===== src/rtl/vend_pkg.sv =====
// rtl/vend_pkg.sv - shared states, credit ops and coin constants for the vending controller
package vend_pkg;

  localparam int unsigned PRICE_DEFAULT = 3;
  localparam int unsigned NICKEL_VAL    = 1;
  localparam int unsigned DIME_VAL      = 2;

  // Three bits leave spare encodings so a corrupted state can be caught and recovered.
  typedef enum logic [2:0] {
    S_IDLE    = 3'd0,
    S_COLLECT = 3'd1,
    S_VEND    = 3'd2,
    S_CHANGE  = 3'd3
  } vend_state_e;

  typedef enum logic [2:0] {
    OP_HOLD      = 3'd0,
    OP_ADD_N     = 3'd1,
    OP_ADD_D     = 3'd2,
    OP_SUB_PRICE = 3'd3,
    OP_SUB_ONE   = 3'd4,
    OP_CLEAR     = 3'd5
  } credit_op_e;

endpackage


===== src/rtl/vend_credit.sv =====
// rtl/vend_credit.sv - credit register updated by single-cycle strobes from the FSM
module vend_credit
  import vend_pkg::*;
#(
  parameter int unsigned PRICE = PRICE_DEFAULT,
  parameter int unsigned CW    = 5
) (
  input  logic          clk_i,
  input  logic          rst_ni,
  input  credit_op_e    op_i,
  output logic [CW-1:0] credit_o
);

  localparam logic [CW-1:0] PRICE_W  = CW'(PRICE);
  localparam logic [CW-1:0] NICKEL_W = CW'(NICKEL_VAL);
  localparam logic [CW-1:0] DIME_W   = CW'(DIME_VAL);
  localparam logic [CW-1:0] ONE_W    = CW'(1);

  logic [CW-1:0] credit_q, credit_d;

  // Subtractions clamp at zero so a stray strobe can never wrap the credit.
  always_comb begin
    credit_d = credit_q;
    case (op_i)
      OP_ADD_N:     credit_d = credit_q + NICKEL_W;
      OP_ADD_D:     credit_d = credit_q + DIME_W;
      OP_SUB_PRICE: credit_d = (credit_q >= PRICE_W) ? credit_q - PRICE_W : '0;
      OP_SUB_ONE:   credit_d = (credit_q != '0) ? credit_q - ONE_W : '0;
      OP_CLEAR:     credit_d = '0;
      default:      credit_d = credit_q;
    endcase
  end

  always_ff @(posedge clk_i or negedge rst_ni) begin
    if (!rst_ni) begin
      credit_q <= '0;
    end else begin
      credit_q <= credit_d;
    end
  end

  assign credit_o = credit_q;

endmodule


===== src/rtl/vend_controller.sv =====
// rtl/vend_controller.sv - coin-collect / vend / change FSM with registered request outputs
module vend_controller
  import vend_pkg::*;
#(
  parameter int unsigned PRICE = PRICE_DEFAULT,
  parameter int unsigned CW    = 5
) (
  input  logic          Clock,
  input  logic          Resetn,
  input  logic          N,
  input  logic          D,
  input  logic          Cancel,
  input  logic          VendAck,
  input  logic          ChgAck,
  output logic          VendReq,
  output logic          ChgReq,
  output logic          CoinRej,
  output logic [CW-1:0] Credit,
  output logic          Busy
);

  localparam logic [CW:0]   PRICE_X  = (CW+1)'(PRICE);
  localparam logic [CW:0]   NICKEL_X = (CW+1)'(NICKEL_VAL);
  localparam logic [CW:0]   DIME_X   = (CW+1)'(DIME_VAL);
  localparam logic [CW-1:0] PRICE_W  = CW'(PRICE);
  localparam logic [CW-1:0] ONE_W    = CW'(1);

  vend_state_e   state_q, state_d;
  credit_op_e    op;
  logic          reject_d;
  logic          vend_req_q, chg_req_q, coin_rej_q, busy_q;
  logic [CW:0]   credit_x;
  logic [CW:0]   coin_sum;
  logic          coin_one;

  assign credit_x = {1'b0, Credit};
  assign coin_one = N ^ D;
  assign coin_sum = credit_x + (N ? NICKEL_X : DIME_X);

  always_comb begin
    state_d  = state_q;
    op       = OP_HOLD;
    reject_d = 1'b0;
    case (state_q)
      S_IDLE, S_COLLECT: begin
        if (Cancel && state_q == S_COLLECT) begin
          state_d  = S_CHANGE;
          reject_d = N | D;
        end else if (N && D) begin
          reject_d = 1'b1;
        end else if (coin_one) begin
          op      = N ? OP_ADD_N : OP_ADD_D;
          state_d = (coin_sum >= PRICE_X) ? S_VEND : S_COLLECT;
        end
      end
      S_VEND: begin
        reject_d = N | D;
        if (VendAck) begin
          op      = OP_SUB_PRICE;
          state_d = (Credit > PRICE_W) ? S_CHANGE : S_IDLE;
        end
      end
      S_CHANGE: begin
        reject_d = N | D;
        if (ChgAck) begin
          op = OP_SUB_ONE;
          if (Credit <= ONE_W) state_d = S_IDLE;
        end
      end
      default: begin
        state_d = S_IDLE;
        op      = OP_CLEAR;
      end
    endcase
  end

  // Request outputs are flopped from the next state so they change exactly with the state.
  always_ff @(posedge Clock or negedge Resetn) begin
    if (!Resetn) begin
      state_q    <= S_IDLE;
      vend_req_q <= 1'b0;
      chg_req_q  <= 1'b0;
      coin_rej_q <= 1'b0;
      busy_q     <= 1'b0;
    end else begin
      state_q    <= state_d;
      vend_req_q <= (state_d == S_VEND);
      chg_req_q  <= (state_d == S_CHANGE);
      coin_rej_q <= reject_d;
      busy_q     <= (state_d != S_IDLE);
    end
  end

  vend_credit #(
    .PRICE (PRICE),
    .CW    (CW)
  ) u_credit (
    .clk_i    (Clock),
    .rst_ni   (Resetn),
    .op_i     (op),
    .credit_o (Credit)
  );

  assign VendReq = vend_req_q;
  assign ChgReq  = chg_req_q;
  assign CoinRej = coin_rej_q;
  assign Busy    = busy_q;

endmodule


===== config.mk =====
export PLATFORM = sky130hd
export DESIGN_NAME = vend_controller
export DESIGN_NICKNAME = d
export VERILOG_FILES = /design/src/rtl/vend_pkg.sv /design/src/rtl/vend_credit.sv /design/src/rtl/vend_controller.sv
export SDC_FILE = /design/constraint.sdc
export NUM_CORES = 1
export LEC_CHECK = 0
export ABC_AREA = 1
export CAP_MARGIN = 25
export CELL_PAD_IN_SITES_DETAIL_PLACEMENT = 0
export CELL_PAD_IN_SITES_GLOBAL_PLACEMENT = 2
export CORE_MARGIN = 8
export CORE_UTILIZATION = 25
export DETAILED_ROUTE_END_ITERATION = 8
export DONT_BUFFER_PORTS = 1
export PLACE_DENSITY = 0.73
export SYNTH_ARGS = -nofsm -noshare
export SYNTH_HDL_FRONTEND = slang
export SYNTH_SLANG_ARGS = --single-unit

===== constraint.sdc =====
create_clock -name Clock -period 2 [get_ports Clock]
set_input_delay 0.5 -clock Clock [delete_from_list [all_inputs] [get_ports Clock]]
set_output_delay 0.5 -clock Clock [all_outputs]
set_load 0.03 [all_outputs]

# ---- Word-level counts from Yosys, hierarchy flattened
# Index checks and enable logic that the tools add are counted.
dict set report totals {
  regBits 12
  in_bits 7
  word_cells 58
  output_inout_bits 9
}
dict set report op_classes {
  bitwise_logic 2
  n_eq_ne 10
  magnitude_cmp 4
  n_reduce_logical 8
  add_sub_neg 5
  n_mux 23
}
# operator count
set ops {}
lappend ops {{$pmux 5 s5} 1}
lappend ops {{$mux 3} 7}
lappend ops {{$eq 3x2->1 const B} 6}
lappend ops {{$pmux 3 s3} 2}
lappend ops {{$mux 2} 8}
lappend ops {{$mux 5} 2}
lappend ops {{$reduce_bool 5->1} 2}
lappend ops {{$add 5x2->6} 1}
lappend ops {{$eq 3x1->1 const B} 2}
lappend ops {{$eq 3x3->1 const B} 2}
lappend ops {{$ge 6x2->1 const B} 1}
lappend ops {{$add 5x1->5 const B} 1}
lappend ops {{$add 5x2->5 const B} 1}
lappend ops {{$ge 5x2->1 const B} 1}
lappend ops {{$gt 5x2->1 const B} 1}
lappend ops {{$le 5x1->1 const B} 1}
lappend ops {{$sub 5x1->5 const B} 1}
lappend ops {{$sub 5x2->5 const B} 1}
lappend ops {{$reduce_or 2->1} 2}
lappend ops {{$logic_not 3->1} 1}
lappend ops {{$reduce_bool 3->1} 1}
lappend ops {{$logic_and 1x1->1} 2}
lappend ops {{$mux 1} 2}
lappend ops {{$pmux 1 s2} 1}
lappend ops {{2 further kinds} 2}

# ---- Longest topological paths before layout
dict set report depth {
  depth_word 9
  depth_mapped 12
  depth_no_buf 12
}

# ---- Hierarchy
# A second synthesis with hierarchy kept.
dict set report hier_totals {
  cells_unflattened 190
  hier_area_um2 1217.4
}
# mod cells_per_inst n_inst area_per_inst_um2 seq_area_each_um2
set modules_own_cells {}
lappend modules_own_cells {vend_credit 106 1 651.9 125.1}
lappend modules_own_cells {vend_controller 84 1 565.5 175.2}

# ---- Worst setup path after synthesis
# No wires, ideal clock.
dict set report synth_timing {
  path_type {reg-to-reg}
  start {register u_credit.credit_q[1], in the netlist u_credit.credit_o[1]}
  end {register busy_q, in the netlist Busy}
  setup_slack_ns -0.109
  setup_time_ns 0.138
  t_required_ns 1.862
  period_less_slack_ns 2.109
  n_path_buf 0
  arrival_ns 1.971
  stages_incl_launch_ff 10
  cell_sequence {dfrtp_1 inv_1 fa_1 inv_1 nand2_1 nand2_1 nor2_1 nand4_1 a21oi_1 nand3_1}
}
dict set report synth_between {
  elab_chain_cells 8
  word_cells_on_any_way 14
  cone_classes {1 x add/sub; 3 x order compare; 9 x mux; 1 x reduce/logical}
}
# item line
set synth_lines {}
lappend synth_lines {{start: declaration} vend_credit.sv:19} ;# logic [CW-1:0] credit_q, credit_d;
lappend synth_lines {{start signal: assignment} vend_credit.sv:38} ;# credit_q <= credit_d;
lappend synth_lines {{$add 5x2->6} vend_controller.sv:38} ;# assign coin_sum = credit_x + (N ? NICKEL_X : DIME_X);
lappend synth_lines {{$ge 6x2->1} vend_controller.sv:53} ;# state_d = (coin_sum >= PRICE_X) ? S_VEND : S_COLLECT;
lappend synth_lines {{$mux 2} vend_controller.sv:53}
lappend synth_lines {{$mux 3} vend_controller.sv:51} ;# end else if (coin_one) begin
lappend synth_lines {{$mux 3} vend_controller.sv:49} ;# end else if (N && D) begin
lappend synth_lines {{$mux 3} vend_controller.sv:46} ;# if (Cancel && state_q == S_COLLECT) begin
lappend synth_lines {{$pmux 3 s3 (*)} vend_controller.sv:44} ;# case (state_q)
lappend synth_lines {{$reduce_bool 3->1 (*)} vend_controller.sv:90} ;# busy_q <= (state_d != S_IDLE);
lappend synth_lines {{end signal: assignment} vend_controller.sv:90}
lappend synth_lines {{end: declaration} vend_controller.sv:31} ;# logic vend_req_q, chg_req_q, coin_rej_q, busy_q;
# Every way passes the cells marked *; elsewhere a longest branch is shown, timed or not.
# A chain may end at the register's enable or synchronous reset.

# ---- Worst setup path after layout
dict set report layout_timing {
  start {register u_credit.credit_q[0], in the netlist u_credit.credit_o[0]}
  end {register vend_req_q, in the netlist VendReq}
}
dict set report layout_between {
  elab_chain_cells 8
  word_cells_on_any_way 14
  cone_classes {1 x add/sub; 3 x order compare; 1 x eq/ne; 9 x mux}
}
# item line
set layout_lines {}
lappend layout_lines {{$add 5x2->6} vend_controller.sv:38}
lappend layout_lines {{$ge 6x2->1} vend_controller.sv:53}
lappend layout_lines {{$mux 2} vend_controller.sv:53}
lappend layout_lines {{$mux 3} vend_controller.sv:51}
lappend layout_lines {{$mux 3} vend_controller.sv:49}
lappend layout_lines {{$mux 3} vend_controller.sv:46}
lappend layout_lines {{$pmux 3 s3 (*)} vend_controller.sv:44}
lappend layout_lines {{named net state_d[0]} vend_controller.sv:28} ;# vend_state_e state_q, state_d;
lappend layout_lines {{$eq 3x2->1 (*)} vend_controller.sv:87} ;# vend_req_q <= (state_d == S_VEND);
lappend layout_lines {{end signal: assignment} vend_controller.sv:87}
lappend layout_lines {{end: declaration} vend_controller.sv:31}
# The timed path passes the listed nets; every way through them passes the cells marked *.

==> results.json <==
{
  "antennaDiodeCount": 0,
  "ys_warn_count": 0,
  "p_leak_nw": 0.8007,
  "clk_pin_slew_ps": 70,
  "wl_um": 3512,
  "cts_tree": "yes",
  "grt_pass1_wl_um": 6161,
  "rows": 26,
  "finalHoldViolations": 0,
  "cp-start-kind": "register",
  "ys_seq_area_share_pct": 23.48,
  "syn_to_final_growth_pct": 15.95,
  "cp.arrival_ps": 1960,
  "cts-htree-levels": 1,
  "drive_gt1_share_pct": 11.11,
  "powerDensity_nw_per_um2": 1315,
  "worst_slack_ps": 176.4,
  "min_period_ps": 1824,
  "cts_sinks": 12,
  "rrSetupSlack_ps": 180,
  "gp_congestion": 0.7858,
  "initial_core_util_pct": 25.52,
  "grt-ovfl-total": 0,
  "syn_area_um2": 1279,
  "peakVddDrop_v": 0.0003847,
  "critPathRequiredTime_ps": 2130,
  "drt_iter0_markers": 50,
  "viasPerCell": 4.314,
  "grt_max_degree": 13,
  "syn_nets": 220,
  "fp.coreArea_um2": 5010,
  "syn-mean-instance-area_um2": 6.491,
  "antenna_found_initial": 0,
  "synthCells": 197,
  "layout_commonest_cell": "nand2_1",
  "status": "finished clean",
  "numCtsBuffers": 3,
  "wl_per_cell_um": 12.68,
  "critPathMaxFanout": 3,
  "hold_class": "input port to register",
  "die_w_um": 87.52,
  "slew_headroom_pct": 56.15,
  "cts_root_buffer": "clkbuf_8",
  "cts_buffer_depth": 2,
  "worst_clock_skew_ps": 5.479,
  "drc": 0,
  "ant_nets": 0,
  "path_class": "register to register",
  "fin_hold_ws_ps": 560.8,
  "num-nets-final": 231,
  "io_buffers": 0,
  "first_global_vias": 1202,
  "cts_setup_buffers": 0,
  "max-cap-violations": 0,
  "grt_usage_pct": 10.38,
  "drt-pass1-iter-count": 4,
  "post-place-ws_ps": -54.86,
  "yosysUniqueCellTypes": 24,
  "dieArea_um2": 7660,
  "finalSetupViolations": 0,
  "layout_common_cells": "54 x nand2_1, 29 x inv_1, 24 x nand3_1, 23 x nor2_1, 15 x ha_1",
  "timing.final.crit_share_pct": 91.18,
  "endpoint_kind": "register",
  "drv_slew": 0,
  "worst_slew_pin_slew_ps": 655.7,
  "max_freq_mhz": 548.4,
  "ioPinCount": 16,
  "ys_ff_latch": 12,
  "fp.dieH_um": 87.52,
  "hpwl_um": 2870,
  "clkLatencyLatePin_ps": 250,
  "setup_tns_ps": 0,
  "rsz0062_at_grt": "false",
  "via_count": 1195
}
routing by layer:
| layer | routed length, um | GRT usage, % |
|---|---|---|
| met5 | 0 | 0 |
| met3 | 76 | 1.321 |
| met4 | 71 | 4.844 |
| met2 | 1635 | 16.18 |
| met1 | 1729 | 13.75 |
layout make-up:
cell class                      instances  area [um2]
Tap cell                               70       87.58
Timing Repair Buffer                    9       70.07
Fill cell                             585        3527
Multi-Input combinational cell        150       847.1
Clock buffer                            4       55.05
Sequential cell                        12       302.8
Inverter                               32       120.1
path summary, 6_finish.rpt:
kind,startpoint,endpoint,cells past startpoint
setup / recovery,u_credit.credit_o[0]$_DFFE_PN0P_,VendReq$_DFF_PN0_,12
max in group asynchronous,Resetn,u_credit.credit_o[1]$_DFFE_PN0P_,1
setup reg to reg,u_credit.credit_o[0]$_DFFE_PN0P_,VendReq$_DFF_PN0_,12
hold / removal,VendAck,state_q[1]$_DFF_PN0_,5
hold reg to reg,state_q[2]$_DFF_PN0_,ChgReq$_DFF_PN0_,3
min in group asynchronous,Resetn,u_credit.credit_o[2]$_DFFE_PN0P_,1
kinds of logic (layout without fill, tap and decap cells):
logic type / after synthesis / after routing / synth area share [%]
AND/OR/NAND/NOR: 112 / 112 / 38.94
buffers and inverters: 35 / 45 / 10.57
adder cells (fa/ha/maj): 16 / 16 / 16.24
AO/OA/AOI/OAI: 15 / 15 / 6.360
flip-flops: 12 / 12 / 23.48
XOR/XNOR: 6 / 6 / 4.110
other: 1 / 1 / 0.2933
sequential cells by signal (all words and copies together) (netlist names):
signal / cells
CoinRej: 1
state_q: 3
ChgReq: 1
Busy: 1
u_credit.credit_o: 5
VendReq: 1
stage by stage:
stage	cells	util (%)	power [mW]	instance area [um2]
after floorplan	197	-	1.320	1281
after global placement	272	28.22	1.690	1414
after detailed placement	272	28.22	1.661	1414
after CTS	277	29.52	1.975	1479
after global routing	277	29.60	2.169	1483
final	277	29.60	1.950	1483
worst max-delay path, stage by stage (launching register included):
cell,delay [ps]
dfrtp_2,370
ha_1,140
inv_1,50
fa_1,470
inv_1,40
nand2_1,40
nand2_1,50
nor2_1,80
nand4_1,150
nand2_1,90
nand2_1,90
nand2_1,90
nor2_1,50
timing repair:
action                                  4_1_cts  5_1_grt
gates resized for setup                       0        1
endpoints found under the setup margin        0        4
hold buffers                                  1        0
hold endpoints to repair                     12        0
synth_stat cells:
master	number	area, um2
fa_1	1	20.02
nand4_1	5	31.28
xor2_1	5	43.79
inv_1	29	108.9
nand2_4	1	11.26
nor2_1	23	86.33
nor2_4	1	11.26
a21oi_1	5	25.02
nor3_4	1	16.27
o211ai_1	1	7.510
conb_1	1	3.750
o21ai_1	2	10.01
inv_2	3	11.26
nand3_1	24	120.1
or2_1	1	6.260
nor4_1	1	6.260
o21ai_0	6	30.03
buf_2	3	15.01
ha_1	15	187.7
xnor2_1	1	8.760
nand2_1	54	202.7
dfrtp_1	12	300.3
o21ai_2	1	8.760
nor2_2	1	6.260
where the power goes:
| group | internal [mW] | total (mW) | switching (mW) |
|---|---|---|---|
| sequential | 0.332 | 0.480 | 0.148 |
| clock | 0.175 | 0.286 | 0.112 |
| combinational | 0.414 | 1.18 | 0.770 |
Power figures use the tool's default switching activity.
